`src/rtl/bcd_display_pkg.sv`:
```
// Shared types and the BCD-to-segment table for the display multiplexer.
package bcd_display_pkg;

  typedef enum logic [1:0] {
    IDLE = 2'd0,
    REQ  = 2'd1,
    WAIT = 2'd2,
    HOLD = 2'd3
  } state_t;

  // Active-high patterns, bit order {g,f,e,d,c,b,a}
  localparam logic [6:0] SEG_0   = 7'h3F;
  localparam logic [6:0] SEG_1   = 7'h06;
  localparam logic [6:0] SEG_2   = 7'h5B;
  localparam logic [6:0] SEG_3   = 7'h4F;
  localparam logic [6:0] SEG_4   = 7'h66;
  localparam logic [6:0] SEG_5   = 7'h6D;
  localparam logic [6:0] SEG_6   = 7'h7D;
  localparam logic [6:0] SEG_7   = 7'h07;
  localparam logic [6:0] SEG_8   = 7'h7F;
  localparam logic [6:0] SEG_9   = 7'h6F;
  localparam logic [6:0] SEG_ERR = 7'h40;

  // Non-BCD nibbles show a lone dash so a converter fault is visible on the board.
  function automatic logic [6:0] bcd2seg(input logic [3:0] bcd);
    logic [6:0] seg;
    case (bcd)
      4'd0:    seg = SEG_0;
      4'd1:    seg = SEG_1;
      4'd2:    seg = SEG_2;
      4'd3:    seg = SEG_3;
      4'd4:    seg = SEG_4;
      4'd5:    seg = SEG_5;
      4'd6:    seg = SEG_6;
      4'd7:    seg = SEG_7;
      4'd8:    seg = SEG_8;
      4'd9:    seg = SEG_9;
      default: seg = SEG_ERR;
    endcase
    return seg;
  endfunction

endpackage

```
`src/rtl/bcd_to_7seg.sv`:
```
// Combinational BCD nibble to active-high 7-segment pattern.
module bcd_to_7seg
  import bcd_display_pkg::*;
(
  input  logic [3:0] bcd_i,
  output logic [6:0] seg_o
);

  assign seg_o = bcd2seg(bcd_i);

endmodule

```
`src/rtl/bcd_display_mux.sv`:
```
// Requests conversions from the binary-to-BCD converter, latches the result
// and scans it onto a multiplexed 7-segment display.
//
//   state | meaning
//   IDLE  | no requests issued; waiting for Enable
//   REQ   | Start high for this single cycle
//   WAIT  | conversion in flight; next Done latches DataBCD
//   HOLD  | value latched; next request on update_req
module bcd_display_mux
  import bcd_display_pkg::*;
#(
  parameter int DEC_DIGITS        = 2,
  parameter int CLK_DIV           = 1000,
  parameter int FRAMES_PER_UPDATE = 16,
  parameter int ACTIVE_LOW        = 1,
  parameter int BLANK_LZ          = 1
) (
  input  logic                    Clk,
  input  logic                    Rst_n,
  input  logic                    Enable,
  input  logic [DEC_DIGITS*4-1:0] DataBCD,
  input  logic                    Done,
  output logic                    Start,
  output logic [6:0]              Seg,
  output logic [DEC_DIGITS-1:0]   Anode
);

  localparam int PW = (CLK_DIV > 1) ? $clog2(CLK_DIV) : 1;
  localparam int DW = (DEC_DIGITS > 1) ? $clog2(DEC_DIGITS) : 1;
  localparam int FW = (FRAMES_PER_UPDATE > 1) ? $clog2(FRAMES_PER_UPDATE) : 1;

  // Inactive output levels; XOR with these applies the board polarity.
  localparam logic [6:0]            SEG_OFF = (ACTIVE_LOW != 0) ? 7'h7F : 7'h00;
  localparam logic [DEC_DIGITS-1:0] AN_OFF  = (ACTIVE_LOW != 0) ? {DEC_DIGITS{1'b1}}
                                                                : {DEC_DIGITS{1'b0}};

  logic [PW-1:0]           presc_q, presc_d;
  logic [DW-1:0]           dig_q, dig_d;
  logic [FW-1:0]           frame_q, frame_d;
  state_t                  state_q, state_d;
  logic [DEC_DIGITS*4-1:0] val_q, val_d;
  logic [6:0]              seg_q, seg_d;
  logic [DEC_DIGITS-1:0]   anode_q, anode_d;

  logic                    update_req;
  logic [3:0]              nib;
  logic [6:0]              seg_raw;
  logic [DEC_DIGITS-1:0]   onehot;
  logic [DEC_DIGITS-1:0]   blank;
  logic                    zero_run;

  // Free-running scan: prescaler, digit index and frame counter.
  always_comb begin
    presc_d    = presc_q + 1'b1;
    dig_d      = dig_q;
    frame_d    = frame_q;
    update_req = 1'b0;
    if (presc_q == PW'(CLK_DIV - 1)) begin
      presc_d = '0;
      if (dig_q == DW'(DEC_DIGITS - 1)) begin
        dig_d = '0;
        if (frame_q == FW'(FRAMES_PER_UPDATE - 1)) begin
          frame_d    = '0;
          update_req = 1'b1;
        end else begin
          frame_d = frame_q + 1'b1;
        end
      end else begin
        dig_d = dig_q + 1'b1;
      end
    end
  end

  // Request/latch sequencing; Start is a decode of the REQ state.
  always_comb begin
    state_d = state_q;
    val_d   = val_q;
    Start   = 1'b0;
    case (state_q)
      IDLE: if (Enable) state_d = REQ;
      REQ: begin
        Start   = 1'b1;
        state_d = WAIT;
      end
      WAIT: if (Done) begin
        val_d   = DataBCD;
        state_d = Enable ? HOLD : IDLE;
      end
      HOLD: begin
        if (!Enable)         state_d = IDLE;
        else if (update_req) state_d = REQ;
      end
      default: state_d = IDLE;
    endcase
  end

  // Digit select and leading-zero mask; scanning from the top digit down keeps
  // a running "everything above and including me is zero" flag.
  always_comb begin
    nib      = 4'd0;
    onehot   = '0;
    blank    = '0;
    zero_run = 1'b1;
    for (int i = DEC_DIGITS - 1; i >= 0; i--) begin
      zero_run = zero_run && (val_q[4*i +: 4] == 4'd0);
      if (i > 0 && BLANK_LZ != 0) blank[i] = zero_run;
      if (dig_q == DW'(i)) begin
        nib       = val_q[4*i +: 4];
        onehot[i] = 1'b1;
      end
    end
    seg_d   = seg_raw ^ SEG_OFF;
    anode_d = (onehot & ~blank) ^ AN_OFF;
  end

  bcd_to_7seg u_seg (
    .bcd_i (nib),
    .seg_o (seg_raw)
  );

  // State, latch and output registers; outputs go inactive the moment reset asserts.
  always_ff @(posedge Clk or negedge Rst_n) begin
    if (!Rst_n) begin
      presc_q <= '0;
      dig_q   <= '0;
      frame_q <= '0;
      state_q <= IDLE;
      val_q   <= '0;
      seg_q   <= SEG_OFF;
      anode_q <= AN_OFF;
    end else begin
      presc_q <= presc_d;
      dig_q   <= dig_d;
      frame_q <= frame_d;
      state_q <= state_d;
      val_q   <= val_d;
      seg_q   <= seg_d;
      anode_q <= anode_d;
    end
  end

  assign Seg   = seg_q;
  assign Anode = anode_q;

endmodule

```
`config.mk`:
```
export PLATFORM = sky130hd
export DESIGN_NAME = bcd_display_mux
export DESIGN_NICKNAME = d
export VERILOG_FILES = /design/src/rtl/bcd_display_pkg.sv /design/src/rtl/bcd_to_7seg.sv /design/src/rtl/bcd_display_mux.sv
export SDC_FILE = /design/constraint.sdc
export NUM_CORES = 1
export LEC_CHECK = 0
export CAP_MARGIN = 20
export CORE_ASPECT_RATIO = 1.75
export CORE_MARGIN = 2
export CORE_UTILIZATION = 40
export DETAILED_ROUTE_END_ITERATION = 12
export SLEW_MARGIN = 40
export SYNTH_ARGS = -nofsm -noshare
export SYNTH_HDL_FRONTEND = slang
export SYNTH_SLANG_ARGS = --single-unit
```
`constraint.sdc`:
```
create_clock -name Clk -period 3.32 [get_ports Clk]
set_input_delay 0.664 -clock Clk [delete_from_list [all_inputs] [get_ports Clk]]
set_output_delay 0.664 -clock Clk [all_outputs]
set_load 0.01 [all_outputs]
```
==> impl_metrics.env <==
export IMPL_finalSetupTns_ns=0
export IMPL_pre_cts_slack_ns=1.33
export IMPL_cts_resized=0
export IMPL_post_route_min_period_ns=2.10
export IMPL_p_leak_uw=0.000827
export IMPL_grt_max_degree=35
export IMPL_avgSynthCellArea_sq_um=11.9
export IMPL_yosysWarnings=0
export IMPL_worstPathArrival_ns=1.44
export IMPL_pwr_share_comb_pct=32.9
export IMPL_finalNonFillerCells=207
export IMPL_grt_overflow=0
export IMPL_synth_area_leaders="dfrtp_1, dfstp_2, mux2_2"
export IMPL_post_route_util_pct=50.2
export IMPL_switching_power_uw=409
export IMPL_io_pins=22
export IMPL_post_drt_wl_per_cell_um=13.7
export IMPL_p_int_uw=943
export IMPL_synthMostInstantiatedCell="dfrtp_1"
export IMPL_grt_pass1_wl_um=4800
export IMPL_switching_share_pct=30.2
export IMPL_synth_edf_count=0
export IMPL_slew_headroom_pct=46.1
export IMPL_first_pass_iters=4
export IMPL_syn_cell_area_sq_mm=0.00156
export IMPL_finalSetupViolCount=0
export IMPL_routed_via_density=5.19
export IMPL_synth_top_cell_by_area="dfrtp_1"
export IMPL_maxSlewViolCount=0
export IMPL_seqPwrFrac_pct=44.1
export IMPL_synth_nets=150
export IMPL_cts_root_buf="clkbuf_8"
export IMPL_hold_ws_ns=0.439
export IMPL_fin_nets=177
export IMPL_async_reset_ff_share_pct=100
export IMPL_cts_htree_levels=2
export IMPL_fillers=384
export IMPL_dr_first_iter_drc_count=10
export IMPL_synth_flop_cell="dfrtp_1"
export IMPL_synth_cells=131
export IMPL_postCtsHoldBufs=0
export IMPL_core_sq_mm=0.00383
export IMPL_clock_fmax_ghz=0.476
export IMPL_hold_viol_final=0
export IMPL_drc_errors=0
export IMPL_place_inst=199
export IMPL_area_delta_synth_final_pct=23.0
export IMPL_p_clk_share_pct=23.0
export IMPL_cts_tree="built"
export IMPL_vias=1074
export IMPL_worstMarginPinSlew_ns=0.786
export IMPL_track_usage_pct=14.8
export IMPL_place_gp_congestion=0.785
export IMPL_worst_slack_ns=1.22
export IMPL_outcome="completed"
export IMPL_synth_top_cell_area_share_pct=40.0
export IMPL_layout_drive_gt1_share_pct=18.2
export IMPL_finalWirelength_um=2830
export IMPL_rows=30
export IMPL_timing_worst_setup_path_type="reg -> out"
export IMPL_yosysSeqAreaShare_pct=55.1
export IMPL_postRouteAntennaNets=0
export IMPL_yosysUniqueCellTypes=33
export IMPL_cts_sinks=34
export IMPL_worstPathRequired_ns=2.66
export IMPL_path_clk_slew_ns=0.07
export IMPL_cp_end_kind="output port"
export IMPL_worstHoldPathType="reg -> reg"
export IMPL_cap_violations=0
export IMPL_synth_seq_cells=34
export IMPL_grt_pass1_vias=1113
export IMPL_cts_buffers=5
export IMPL_cts_setup_buffers=0
export IMPL_critPathLaunchType="register"
export IMPL_dpl_hpwl_um=2130
export IMPL_die_x_um=51.3
export IMPL_crit_fanout=3
export IMPL_clkLatencyLatePin_ns=0.28
export IMPL_skew_ns=0.00678
export IMPL_antenna_found_initial=0
export IMPL_rsz0062_at_grt="false"
export IMPL_portBuffers=21
export IMPL_period_share_pct=63.3
export IMPL_vdd_drop_max_uv=421
export IMPL_die_area_sq_mm=0.00445
export IMPL_power_density_mw_per_mm2=703
export IMPL_antenna_cells=0
export IMPL_cts_buffer_depth=2
export IMPL_dieHeight_um=86.7
export IMPL_start_util_pct=40.8
export IMPL_synthTopCellsByCount="dfrtp_1, mux2_2, dfstp_2, nor2_1, nand3_1"
-- final timing paths --
check | start | to | slack (ns) | cells past startpoint
min in group asynchronous | Rst_n | presc_q[1]$_DFF_PN0_ | 0.78 | 2
setup reg to reg | presc_q[0]$_DFF_PN0_ | state_q[1]$_DFFE_PN0P_ | 1.39 | 5
hold reg to reg | val_q[7]$_DFFE_PN0P_ | Anode[1]$_DFF_PN1_ | 0.44 | 1
max in group asynchronous | Rst_n | Anode[0]$_DFF_PN1_ | 2.20 | 2
hold / removal | val_q[7]$_DFFE_PN0P_ | Anode[1]$_DFF_PN1_ | 0.44 | 1
setup / recovery | state_q[1]$_DFFE_PN0P_ | Start | 1.22 | 3
-- logic make-up after synthesis --
logic type	synth area share [%]
buf+inv	1.84
compound gates	9.52
flops	55.1
fa+ha+maj	5.60
simple gates	13.5
mux	10.5
xor+xnor	3.92
-- sequential cells by signal (all words and copies together) (netlist names) --
register / count
state_q: 2
frame_q: 4
Anode: 2
presc_q: 10
Seg: 7
dig_q: 1
val_q: 8
-- power by group through the flow --
stage          logic [uW]  clock network, uW  registers, uW
6_report              445                311            596
5_1_grt               494                338            609
4_1_cts               455                321            598
3_5_place_dp          453                  0            606
3_3_place_gp          442                  0            600
2_1_floorplan         272                  0            611
-- critical path: stages (launching register included) --
cell and delay, ns:
dfrtp_1 0.39, nand2b_1 0.16, inv_1 0.07, clkdlybuf4s50_1 0.53
-- layer usage --
layer | up-vias | GRT usage [%] | wire length [um]
met3 | 9 | 4.14 | 98
li1 | 514 | - | -
met4 | 0 | 7.18 | 70
met1 | 534 | 14.7 | 1030
met2 | 17 | 27.2 | 1630
met5 | - | 0 | 0
-- cells in the final DEF (no fill, tap or decap), types with 2 or more instances in the layout --
cell type / netlist / final
dfrtp_1: 25 / 25
clkdlybuf4s50_1: 0 / 21
mux2_2: 11 / 11
dfstp_2: 9 / 9
nor2_1: 9 / 9
nand3_1: 8 / 8
ha_1: 7 / 7
a21oi_1: 6 / 6
o21ai_0: 6 / 6
clkbuf_8: 0 / 6
inv_1: 5 / 5
nor3_1: 5 / 5
xnor2_1: 5 / 5
mux2i_1: 4 / 4
nand2_1: 4 / 4
o31ai_1: 3 / 3
nand2b_1: 2 / 2
a21boi_0: 2 / 2
xor2_1: 2 / 2
nor2b_1: 2 / 2
-- area by class of cell --
type | instances | area, sq um | share of cell area (%)
Clock buffer | 7 | 86.3 | 4.49
Clock inverter | 1 | 5.00 | 0.260
Inverter | 5 | 18.8 | 0.976
Multi-Input combinational cell | 90 | 673 | 35.0
Sequential cell | 34 | 862 | 44.8
Tap cell | 48 | 60.1 | 3.12
Timing Repair Buffer | 22 | 218 | 11.3
-- per-stage QoR --
stage               power (uW)  instance area (sq um)
floorplan                  883                   1560
global placement          1040                   1830
detailed placement        1060                   1830
CTS                       1370                   1920
global route              1440                   1920
finish                    1350                   1920
No activity file was read; power rests on OpenSTA's default activity.
==> RTL edit 1, RTL diff (same settings) <==
The output `Seg` loses its register stage (`seg_q` becomes a continuous assignment).
--- a/src/rtl/bcd_display_mux.sv
+++ b/src/rtl/bcd_display_mux.sv
@@ -126,7 +126,6 @@
       frame_q <= '0;
       state_q <= IDLE;
       val_q   <= '0;
-      seg_q   <= SEG_OFF;
       anode_q <= AN_OFF;
     end else begin
       presc_q <= presc_d;
@@ -134,10 +133,11 @@
       frame_q <= frame_d;
       state_q <= state_d;
       val_q   <= val_d;
-      seg_q   <= seg_d;
       anode_q <= anode_d;
     end
   end
+
+  assign seg_q = seg_d;
 
   assign Seg   = seg_q;
   assign Anode = anode_q;
Function: changed (a bounded check fails within 4 cycles, from zero or initial values and one cycle with Rst_n low).
==> RTL edit 1 against the unedited design <==
  * Synthesized area is 8.7% lower
  * Largest cell class is now multi-input combinational cells
  * Critical endpoint is now Seg[5]
  * Worst setup slack lost 1.1 ns
  * Sequential cell count decreased by 7
  * Sequential share of layout area is 5.5 points lower
  * Routed wire length is 9.6% lower
  * Critical path type unchanged
  * Power is 15% lower
  * First-iteration DRC count increased by 110%
  * Cell area is 10% lower
  * Clock skew about the same
==> RTL edit 1: results (changes against the unedited design) <==
Placement
  – Pre-CTS setup slack: 0.4650 ns (-0.8628 ns)
  – Placed cell areas: 0.001674 mm^2 (-8.6%)
  – Post-DP HPWL: 1954 um (-8.2%)
  – GP Congestion: 0.7706 (-1.8%)

GRT
  – Number of global-route vias before repair: 1046 (-6.0%)
  – All-Layer GR Usage: 0.1379 (-0.009675)
  – Initial antenna violation count: 0 (unchanged)
  – Largest net degree at the start of global routing: 28 (-20%)
  – First-pass GRT wire length: 4533 um (-5.6%)

Power and ir drop
  – Worst VDD drop: 0.5030 mV (+20%)
  – Leak pwr: 0.7612 nW (-7.9%)

Detailed routing
  – Per-cell routed wire length: 12.77 um (-6.5%)
  – Antenna-violating nets left: 0 (unchanged)
  – Vias/cell: 5.170 (-0.35%)
  – Iter 0 DRT Violations: 21 (+11)

Final layout
  – Nets@finish: 175 (-1.1%)
  – Largest regs: presc_q x10, val_q x8, frame_q x4
  – Footprint of the multi-input gates: 703.2 um^2 (+4.5%)
  – Fillers: 329 (-14%)
  – Fraction of layout cells with a size suffix above 1: 0.1548 (-0.02755)

CTS
  – Root buffer cell: clkbuf_8
  – TritonCTS buffer count: 3 (-2)
  – CTS resizes: 0 (unchanged)
  – H-tree levels: 1 (-1)
  – Reg clk slew, reported paths: 0.10 ns (+0.03 ns)

Setup path
  – Worst path arrival time: 2.51 ns (+1.07 ns)
  – Max FO, Critical Path: 9 (+6)
  – R2R Path Start: presc_q[0]
  – Worst setup startpoint: dig_q

Synth
  – Syn nets: 152 (+1.3%)
  – Share of the yosys chip area belonging to registers: 0.4750 (-0.07618)
  – Most instantiated cells after synthesis: 25 x dfrtp_1, 12 x mux2_2, 12 x nand2_1, 11 x nor2_1
  – Cell variety after synth: 34 (+3.0%)
  – Ranking of synthesized cells by area: dfrtp_1 44%, mux2_2 9.5%, ha_1 6.1%, dfstp_2 3.7%, nand2_1 3.2%

STA
  – Worst Max-Slew Pin Slew: 0.5437 ns (-0.2420 ns)
  – Worst Clk Skew: 0.006348 ns (-0.0004343 ns)
  – Hold Fails Final Rpt: 0 (unchanged)

Hold path
  – HP Start: val_q[7]
  – Hold Crit Class: flop to flop

Outcome
  – Result of the run: finished, final reports clean
RTL edit 1: cell count changes in the layout (fill, tap and decap cells not counted), sizes merged, moves of 2 or more:
cell,change
xnor2,-3
o31ai,-3
nor2,+2
nor2b,+2
a21boi,-2
nor3,-3
nand2b,-2
nand2,+8
dfstp,-7
clkbuf,-4
xor2,+3
and3,+5
RTL edit 1: cells by family (layout without fill, tap and decap cells):
| logic type | Yosys count | in the layout | share of synthesized area |
|---|---|---|---|
| AO/OA/AOI/OAI | 18 | 18 | 0.08502 |
| XOR/XNOR | 7 | 7 | 0.04295 |
| adder cells (fa/ha/maj) | 7 | 7 | 0.06135 |
| buffers and inverters | 9 | 31 | 0.03242 |
| flip-flops | 27 | 27 | 0.4750 |
| multiplexers | 17 | 17 | 0.1323 |
| AND/OR/NAND/NOR | 48 | 48 | 0.1709 |
RTL edit 1: routing by layer:
layer	global-route usage	share of wire	vias to the layer above
li1	-	-	508
met1	0.1657	0.42	506
met2	0.2420	0.54	16
met3	0.01259	0.028	4
met4	0.06234	0.014	0
met5	0	0	-
RTL edit 1: path summary, 6_finish.rpt:
path | end | slack [ns] | cells after the start
max | Seg[5] | 0.15 | 6
min | Anode[1] | 0.48 | 1
max reg2reg | state_q[1] | 1.67 | 5
min reg2reg | Anode[1] | 0.48 | 1
max in group asynchronous | Anode[1] | 2.27 | 2
min in group asynchronous | frame_q[1] | 0.76 | 2
RTL edit 1: power breakdown:
part | switching [mW] | internal [mW] | leakage [nW]
Sequential | 0.0439 | 0.388 | 0.335
Combinational | 0.239 | 0.283 | 0.405
Clock | 0.104 | 0.0852 | 0.0217
RTL edit 1: worst max-delay path, stage by stage, from the launching register on:
cell             delay (ns)
dfrtp_1                0.56
mux2i_1                0.52
inv_1                  0.16
ha_1                   0.23
nor3_1                 0.19
a21oi_1                0.06
clkdlybuf4s50_1        0.51
RTL edit 1: layout make-up:
| cell class | instances | area share |
|---|---|---|
| clock buffer | 3 | 0.02397 |
| clock inverter | 1 | 0.004357 |
| inverter | 5 | 0.01089 |
| multi-input combinational | 97 | 0.4081 |
| sequential | 27 | 0.3936 |
| tap | 45 | 0.03268 |
| timing repair buffer | 22 | 0.1264 |
RTL edit 1: stage by stage:
step,instances,hold slack (ns)
2_1_floorplan,133,0.3556
3_3_place_gp,196,0.4466
3_5_place_dp,196,0.4601
4_1_cts,200,0.4745
5_1_grt,200,0.5164
6_report,200,0.4790
==> RTL edit 2, RTL diff (same settings) <==
Without the edit above. Change the parameter `CLK_DIV` from 1000 to 250.
--- a/src/rtl/bcd_display_mux.sv
+++ b/src/rtl/bcd_display_mux.sv
@@ -10,7 +10,7 @@
   import bcd_display_pkg::*;
 #(
   parameter int DEC_DIGITS        = 2,
-  parameter int CLK_DIV           = 1000,
+  parameter int CLK_DIV           = 250,
   parameter int FRAMES_PER_UPDATE = 16,
   parameter int ACTIVE_LOW        = 1,
   parameter int BLANK_LZ          = 1
Check against the original RTL: no difference found for any inputs over 10 cycles, from zero or initial values and one cycle with Rst_n low; that may be too few to reach the edited logic, so the function may still have changed.
==> RTL edit 2 against the unedited design <==
  * Power up 0.56%
  * Critical path depth unchanged
  * Die area fell by 0.83%
  * Fmax rose by 0.30%
  * Sequential share of layout area shrank 2.0 points
  * Highest routed layer unchanged
  * Synthesized cell count is 1.5% lower
  * Synthesized area down 0.88%
  * Count of clock-buffer cells in the layout down 1
  * Global-route usage is 1.4 points higher
  * Routed wire length rose by 6.8%
  * Sequential cell count fell by 2
  * Register-to-register slack lost 0.04 ns
  * Critical path type unchanged
  * Worst setup slack gained 0.0063 ns
  * Cell area shrank 1.4%
==> RTL edit 2: results (changes against the unedited design) <==
Outcome
  – Result of the run: finished, final reports clean

Final layout
  – Non-CTS inverters: 6 (+1)
  – Fillers: 325 (-15%)
  – Nets@finish: 175 (-1.1%)
  – Clock buf count: 6 (-1)
  – Multi-In Gates: 88 (-2.2%)
  – Post-Layout Cell Count: 204 (-1.4%)
  – Final clock-cell share: 0.04881 (+0.001317)
  – Footprint of the multi-input gates: 691.9 um^2 (+2.8%)
  – Fraction of layout cells with a size suffix above 1: 0.2244 (+0.04197)
  – Register area: 812.0 um^2 (-5.8%)
  – Bufs w/o clock: 22 (unchanged)
  – Data buffer area share: 0.1148 (+0.001568)

Detailed routing
  – Per-cell routed wire length: 14.80 um (+8.4%)
  – Iter 0 DRT Violations: 12 (+2)
  – Vias/cell: 5.142 (-0.89%)

CTS
  – Clock latency on the worst-skew pair: 0.28 ns (about the same)
  – H-tree levels: 2 (unchanged)
  – CTS resizes: 0 (unchanged)
  – CTS Sinks: 32 (-5.9%)
  – Setup bufs post-CTS: 0 (unchanged)
  – TritonCTS buffer count: 5 (unchanged)
  – Reg clk slew, reported paths: 0.06 ns

Power and ir drop
  – Leak pwr: 0.8172 nW (-1.2%)
  – Worst VDD drop: 0.3805 mV (-9.5%)

Placement
  – GP Congestion: 0.7412 (-5.5%)
  – Number of I/O port buffers: 21 (unchanged)
  – Post-DP HPWL: 2328 um (+9.4%)
  – Pre-CTS setup slack: 1.320 ns (-0.007460 ns)

GRT
  – Number of global-route vias before repair: 1110 (-0.27%)
  – First-pass GRT wire length: 5119 um (+6.6%)
  – Largest net degree at the start of global routing: 33 (-5.7%)
  – All-Layer GR Usage: 0.1612 (+0.01370)

Synth
  – Post-synth top area share: 0.3713 (-0.02873)
  – Mapped Cells: 129 (-1.5%)
  – Ranking of synthesized cells by area: dfrtp_1 37%, dfstp_2 15%, mux2_2 8.0%, ha_1 6.5%, mux2i_1 3.2%
  – Share of the yosys chip area belonging to registers: 0.5238 (-0.02739)
  – Cell variety after synth: 35 (+6.1%)
  – Ys async rst share: 1.000 (unchanged)
  – Ys Warns: 0 (unchanged)
  – Most instantiated cells after synthesis: 23 x dfrtp_1, 11 x mux2_2, 11 x nor2_1, 9 x dfstp_2, 8 x ha_1
  – Syn nets: 149 (-0.67%)

Setup path
  – Worst path arrival time: 1.43 ns

STA
  – Worst Clk Skew: 0.002736 ns (-0.004046 ns)
  – Worst Max-Slew Pin Slew: 0.5826 ns (-0.2031 ns)

Hold path
  – Hold Crit Class: flop to flop
## RTL edit 2: where the power goes
group / switching [mW] / internal [mW]
sequential: 0.0480 / 0.521
clock: 0.134 / 0.165
combinational: 0.240 / 0.252
## RTL edit 2: kinds of logic (layout without fill, tap and decap cells)
family	after synthesis	in the layout	synth area share
AND/OR/NAND/NOR	38	38	0.1340
adder cells (fa/ha/maj)	8	8	0.06457
multiplexers	18	18	0.1316
XOR/XNOR	5	5	0.02825
buffers and inverters	9	36	0.03228
AO/OA/AOI/OAI	19	19	0.08555
flip-flops	32	32	0.5238
## RTL edit 2: worst paths after layout
check                      cells past startpoint          to  slack [ns]        from
max                                            3       Start        1.22  state_q[1]
min                                            1    Anode[1]        0.45    val_q[4]
max reg2reg                                    5      Seg[5]        1.35       dig_q
min reg2reg                                    1    Anode[1]        0.45    val_q[4]
max in group asynchronous                      2      Seg[4]        2.20       Rst_n
min in group asynchronous                      2  presc_q[2]        0.78       Rst_n
## RTL edit 2: per-layer routing
metal	part of all wire	track usage	wire, um	up-vias
li1	-	-	-	512
met1	0.35	0.1604	1063	506
met3	0.024	0.03621	71	10
met4	0.039	0.1007	117	0
met2	0.58	0.2916	1766	21
met5	0	0	0	-
## RTL edit 2: through the flow
stage | cell area [um^2] | power, mW
floorplan | 1550 | 0.8937
global placement | 1800 | 1.059
detailed placement | 1800 | 1.074
CTS | 1893 | 1.382
global route | 1897 | 1.457
finish | 1897 | 1.360
## RTL edit 2: worst max-delay path: stages, from the launching register on
cell,delay [ns]
dfrtp_1,0.39
nand2b_1,0.18
inv_1,0.06
clkdlybuf4s50_1,0.52
